File: src/rtl/write_decoder_sb_if.sv
// rtl/write_decoder_sb_if.sv - write-back decode / scoreboard bus bundle
interface write_decoder_sb_if #(
  parameter int SEL_W = 5
);
  localparam int N = 1 << SEL_W;

  logic             ena;
  logic [SEL_W-1:0] sel;
  logic             issue_ena;
  logic [SEL_W-1:0] issue_sel;
  logic [SEL_W-1:0] rd_sel1;
  logic [SEL_W-1:0] rd_sel2;
  logic [N-1:0]     out;
  logic [N-1:0]     busy;
  logic             hazard1;
  logic             hazard2;
  logic             any_busy;

  modport master (
    output ena, sel, issue_ena, issue_sel, rd_sel1, rd_sel2,
    input  out, busy, hazard1, hazard2, any_busy
  );

  modport slave (
    input  ena, sel, issue_ena, issue_sel, rd_sel1, rd_sel2,
    output out, busy, hazard1, hazard2, any_busy
  );
endinterface

File: src/rtl/write_decoder_sb.sv
// rtl/write_decoder_sb.sv - registered one-hot write decode with pending-write scoreboard
module write_decoder_sb #(
  parameter int SEL_W    = 5,
  parameter int ZERO_EN  = 1,
  parameter int ZERO_IDX = 31
) (
  input  logic                clk,
  input  logic                reset,
  write_decoder_sb_if.slave   bus
);
  localparam int N = 1 << SEL_W;

  function automatic logic is_zero(input logic [SEL_W-1:0] idx);
    return (ZERO_EN != 0) && (32'(idx) == ZERO_IDX);
  endfunction

  logic [N-1:0] out_q, out_d;
  logic [N-1:0] busy_q, busy_d;
  logic         any_busy_q, any_busy_d;
  logic         wb_hit, issue_hit;

  assign wb_hit    = bus.ena && !is_zero(bus.sel);
  assign issue_hit = bus.issue_ena && !is_zero(bus.issue_sel);

  always_comb begin
    out_d = '0;
    if (wb_hit) out_d[bus.sel] = 1'b1;
  end

  // Clear first, then set: a new writer issued alongside the retiring one stays outstanding.
  always_comb begin
    busy_d = busy_q;
    if (wb_hit)    busy_d[bus.sel]       = 1'b0;
    if (issue_hit) busy_d[bus.issue_sel] = 1'b1;
    any_busy_d = |busy_d;
  end

  always_ff @(posedge clk) begin
    if (reset) begin
      out_q      <= '0;
      busy_q     <= '0;
      any_busy_q <= 1'b0;
    end else begin
      out_q      <= out_d;
      busy_q     <= busy_d;
      any_busy_q <= any_busy_d;
    end
  end

  // A write retiring this cycle is bypassed by the register file, so it is not a hazard.
  assign bus.hazard1 = busy_q[bus.rd_sel1] && !(bus.ena && bus.sel == bus.rd_sel1)
                       && !is_zero(bus.rd_sel1);
  assign bus.hazard2 = busy_q[bus.rd_sel2] && !(bus.ena && bus.sel == bus.rd_sel2)
                       && !is_zero(bus.rd_sel2);

  assign bus.out      = out_q;
  assign bus.busy     = busy_q;
  assign bus.any_busy = any_busy_q;
endmodule

File: src/flat_wrapper.sv
// flat-port wrapper written by rule: the top's interface ports become plain ports
module write_decoder_sb_flat 
#(
  parameter int SEL_W    = 5,
  parameter int ZERO_EN  = 1,
  parameter int ZERO_IDX = 31
)
  (clk, reset, bus_ena, bus_sel, bus_issue_ena, bus_issue_sel, bus_rd_sel1, bus_rd_sel2, bus_out, bus_busy, bus_hazard1, bus_hazard2, bus_any_busy);
  write_decoder_sb_if #(.SEL_W(SEL_W)) bus_i ();
  input  logic clk;
  input  logic reset;
  input wire logic [$bits(bus_i.ena)-1:0] bus_ena;
  input wire logic [$bits(bus_i.sel)-1:0] bus_sel;
  input wire logic [$bits(bus_i.issue_ena)-1:0] bus_issue_ena;
  input wire logic [$bits(bus_i.issue_sel)-1:0] bus_issue_sel;
  input wire logic [$bits(bus_i.rd_sel1)-1:0] bus_rd_sel1;
  input wire logic [$bits(bus_i.rd_sel2)-1:0] bus_rd_sel2;
  output wire logic [$bits(bus_i.out)-1:0] bus_out;
  output wire logic [$bits(bus_i.busy)-1:0] bus_busy;
  output wire logic [$bits(bus_i.hazard1)-1:0] bus_hazard1;
  output wire logic [$bits(bus_i.hazard2)-1:0] bus_hazard2;
  output wire logic [$bits(bus_i.any_busy)-1:0] bus_any_busy;
  assign bus_i.ena = bus_ena;
  assign bus_i.sel = bus_sel;
  assign bus_i.issue_ena = bus_issue_ena;
  assign bus_i.issue_sel = bus_issue_sel;
  assign bus_i.rd_sel1 = bus_rd_sel1;
  assign bus_i.rd_sel2 = bus_rd_sel2;
  assign bus_out = bus_i.out;
  assign bus_busy = bus_i.busy;
  assign bus_hazard1 = bus_i.hazard1;
  assign bus_hazard2 = bus_i.hazard2;
  assign bus_any_busy = bus_i.any_busy;
  write_decoder_sb #(.SEL_W(SEL_W), .ZERO_EN(ZERO_EN), .ZERO_IDX(ZERO_IDX)) u_core (.clk(clk), .reset(reset), .bus(bus_i));
endmodule
File: config.mk
export PLATFORM = sky130hd
export DESIGN_NAME = write_decoder_sb_flat
export DESIGN_NICKNAME = d
export VERILOG_FILES = /design/src/rtl/write_decoder_sb_if.sv /design/src/rtl/write_decoder_sb.sv /design/src/flat_wrapper.sv
export SDC_FILE = /design/constraint.sdc
export NUM_CORES = 1
export LEC_CHECK = 0
export CORE_ASPECT_RATIO = 0.75
export CORE_UTILIZATION = 48
export CTS_CLUSTER_SIZE = 28
export DETAILED_ROUTE_END_ITERATION = 8
export PLACE_DENSITY = 0.81
export SYNTH_ARGS = -nofsm -noshare
export SYNTH_HDL_FRONTEND = slang
export SYNTH_SLANG_ARGS = --single-unit
File: constraint.sdc
create_clock -name clk -period 2.4 [get_ports clk]
set_input_delay 0.24 -clock clk [delete_from_list [all_inputs] [get_ports clk]]
set_output_delay 0.24 -clock clk [all_outputs]
set_load 0.005 [all_outputs]
==> impl_metrics.json <==
{
  "crit_required_ns": 2.64,
  "ys.flop_type": "dfxtp_1",
  "yosysUniqueCellTypes": 56,
  "whs_path_depth": 1,
  "first_pass_iters": 6,
  "cp-end-kind": "flip-flop",
  "synth-edff-count": 0,
  "rsz0062_at_grt": "yes",
  "ant_nets": 0,
  "gp_congestion": 0.927,
  "worstMarginPinSlew_ns": 0.773,
  "drt_iter0_markers": 370,
  "synth_cells": 348,
  "port_buffers": 90,
  "power.internal_uw": 2170,
  "drv_cap": 0,
  "path_max_fanout": 9,
  "min_period_over_period": 0.979,
  "cts_sinks": 65,
  "grt_pass1_vias": 3389,
  "netlist_area_sq_um": 3160,
  "viasPerCell": 5.98,
  "r2r.worst_path.cells": 6,
  "status": "finished, final reports clean",
  "yosys-top-cells-area": "dfxtp_1 (41%), mux4_2 (8.6%), nor2_1 (5.2%)",
  "cts_buffers": 9,
  "synth-async-reset-ratio": 0,
  "switching_share": 0.229,
  "drc": 0,
  "final_common_cell": "clkdlybuf4s50_1",
  "arrival_ns": 2.59,
  "hold_buffers": 0,
  "dieHeight_um": 72.2,
  "ys_ff_latch": 65,
  "drive_above_1_share": 0.237,
  "leakage_uw": 0.00186,
  "nNetsFinal": 522,
  "coreArea_sq_um": 6320,
  "yosysTopAreaCellShare": 0.412,
  "power_uw": 2820,
  "cts.clk_slew.worst_paths_ns": 0.07,
  "finalHoldViolCount": 0,
  "power.share.clock": 0.478,
  "cts_tree": "done",
  "p_per_area_nw_per_um2": 575,
  "critical_path_class": "in2reg",
  "antenna_found_initial": 0,
  "numPlacedInstances": 568,
  "finalNonFillerCells": 584,
  "wl_per_cell_um": 18.5,
  "cts.path.max_buffers": 2,
  "yosysWarnings": 0,
  "grt_start_max_net_pins": 35,
  "min_path_type": "reg2reg",
  "avgSynthCellArea_sq_um": 9.07,
  "die_width_um": 95.6,
  "skew_ns": 0.00558,
  "p_switching_uw": 646,
  "io_pins": 91,
  "clk_latency_ns": 0.35,
  "grt_pass1_wl_um": 16800,
  "overflow": 0,
  "slew_violations": 0,
  "max_freq_ghz": 0.426,
  "std_cell_rows": 25,
  "syn_nets": 372,
  "vdd_drop_max_mv": 0.332,
  "crit_path_start_kind": "primary input",
  "die-area_sq_um": 6910,
  "num_antenna_cells": 0,
  "root_buffer": "clkbuf_8",
  "period_needed_ns": 2.35,
  "setup_viol": 0,
  "yosysSeqAreaShare": 0.412,
  "synth_largest_area_cell": "dfxtp_1",
  "slew_headroom": 0.483,
  "h-tree-depth": 3,
  "vias": 3490,
  "layout_common_cells": "clkdlybuf4s50_1 (83), buf_4 (72), dfxtp_1 (59), nor2_1 (44), nand2_1 (41)",
  "hpwl_um": 7970,
  "areaGrowthSynthToFinish_pct": 55.4,
  "p_comb_frac": 0.132,
  "power_frac_seq": 0.391,
  "grtUsageTotal": 0.331,
  "initial_core_util": 0.500,
  "routed_wl_um": 10800,
  "postCtsSetupRepairBufs": 0
}
[cell families (layout without fill, tap and decap cells)]
group,count (synthesis),in the layout,synth area share
muxes,18,18,0.105
and+or+nand+nor,156,156,0.259
buffers and inverters,25,180,0.0404
xor gates and xnor gates,10,10,0.0277
AOI/OAI and AO/OA,73,73,0.154
DFF,65,65,0.412
other,1,1,0.00119
[metrics by stage]
step | instance area [sq um] | hold slack [ns] | util | setup WS [ns] | setup TNS (ns)
after floorplan | 3160 | 0.443 | - | 0.482 | 0
after global placement | 4580 | 0.475 | 0.725 | -0.532 | -1.24
after detailed placement | 4580 | 0.474 | 0.725 | -0.508 | -1.23
after CTS | 4890 | 0.488 | 0.775 | 0.0484 | 0
after global routing | 4910 | 0.511 | 0.776 | -0.00966 | -0.00966
final | 4910 | 0.484 | 0.776 | 0.0510 | 0
[synth_stat cells (3+ instances only)]
| cell | n |
|---|---|
| nor3_1 | 14 |
| buf_2 | 6 |
| mux4_2 | 12 |
| xor2_1 | 8 |
| nand2b_1 | 9 |
| dfxtp_1 | 65 |
| nand2_1 | 41 |
| o21ai_0 | 14 |
| nor2b_1 | 9 |
| nor4_1 | 3 |
| mux2i_1 | 4 |
| nand4_1 | 9 |
| clkbuf_1 | 12 |
| and2_1 | 4 |
| nor2_1 | 44 |
| buf_6 | 3 |
| a21oi_1 | 21 |
| a22oi_1 | 9 |
| o21ai_1 | 4 |
| o211ai_1 | 5 |
[state kept, by name, indices dropped and copies added (netlist names)]
| signal | flops |
|---|---|
| u_core.bus.busy | 32 |
| u_core.bus.out | 32 |
| u_core.bus.any_busy | 1 |
[critical path, cell delays in order]
cell,delay (ns)
clkdlybuf4s50_1,0.47
buf_4,0.18
nand4bb_1,0.27
o21ai_0,0.35
o211ai_1,0.17
nor4_2,0.33
nand4_1,0.14
o41a_1,0.43
[area by class of cell]
type	instances	area [sq um]
clock buffer	9	124
sequential	65	1310
clock inverter	7	166
timing repair buffer	162	1430
tap	81	101
multi-input combinational	258	1770
fill	427	1410
inverter	2	7.51
[metal layers]
layer	global-route usage	vias to the layer above	part of all wire	routed length (um)
met1	0.422	1640	0.40	4330
met3	0.0901	44	0.11	1200
met4	0.164	0	0.035	378
met5	0	-	0	0
li1	-	1561	-	-
met2	0.518	245	0.45	4920
[path summary, 6_finish.rpt]
path	start	end	slack, ns
hold / removal	u_core.bus.busy[31]$_SDFF_PP0_	u_core.bus.busy[31]$_SDFF_PP0_	0.48
hold reg to reg	u_core.bus.busy[31]$_SDFF_PP0_	u_core.bus.busy[31]$_SDFF_PP0_	0.48
setup / recovery	bus_sel[4]	u_core.bus.any_busy$_SDFF_PP0_	0.05
setup reg to reg	u_core.bus.busy[27]$_SDFF_PP0_	u_core.bus.any_busy$_SDFF_PP0_	0.61
[power groups by stage]
stage,clock (uW),sequential [uW],combinational (uW)
final,1350,1100,371
after CTS,1360,1100,360
after detailed placement,0,1130,358
after global placement,0,1130,352
after global routing,1400,1100,394
after floorplan,0,1120,166
[timing repair]
action	in CTS	in global routing
gates resized for setup	18	5
pin swaps	2	2
setup endpoints to repair	2	3
No activity file was read; power rests on OpenSTA's default activity.
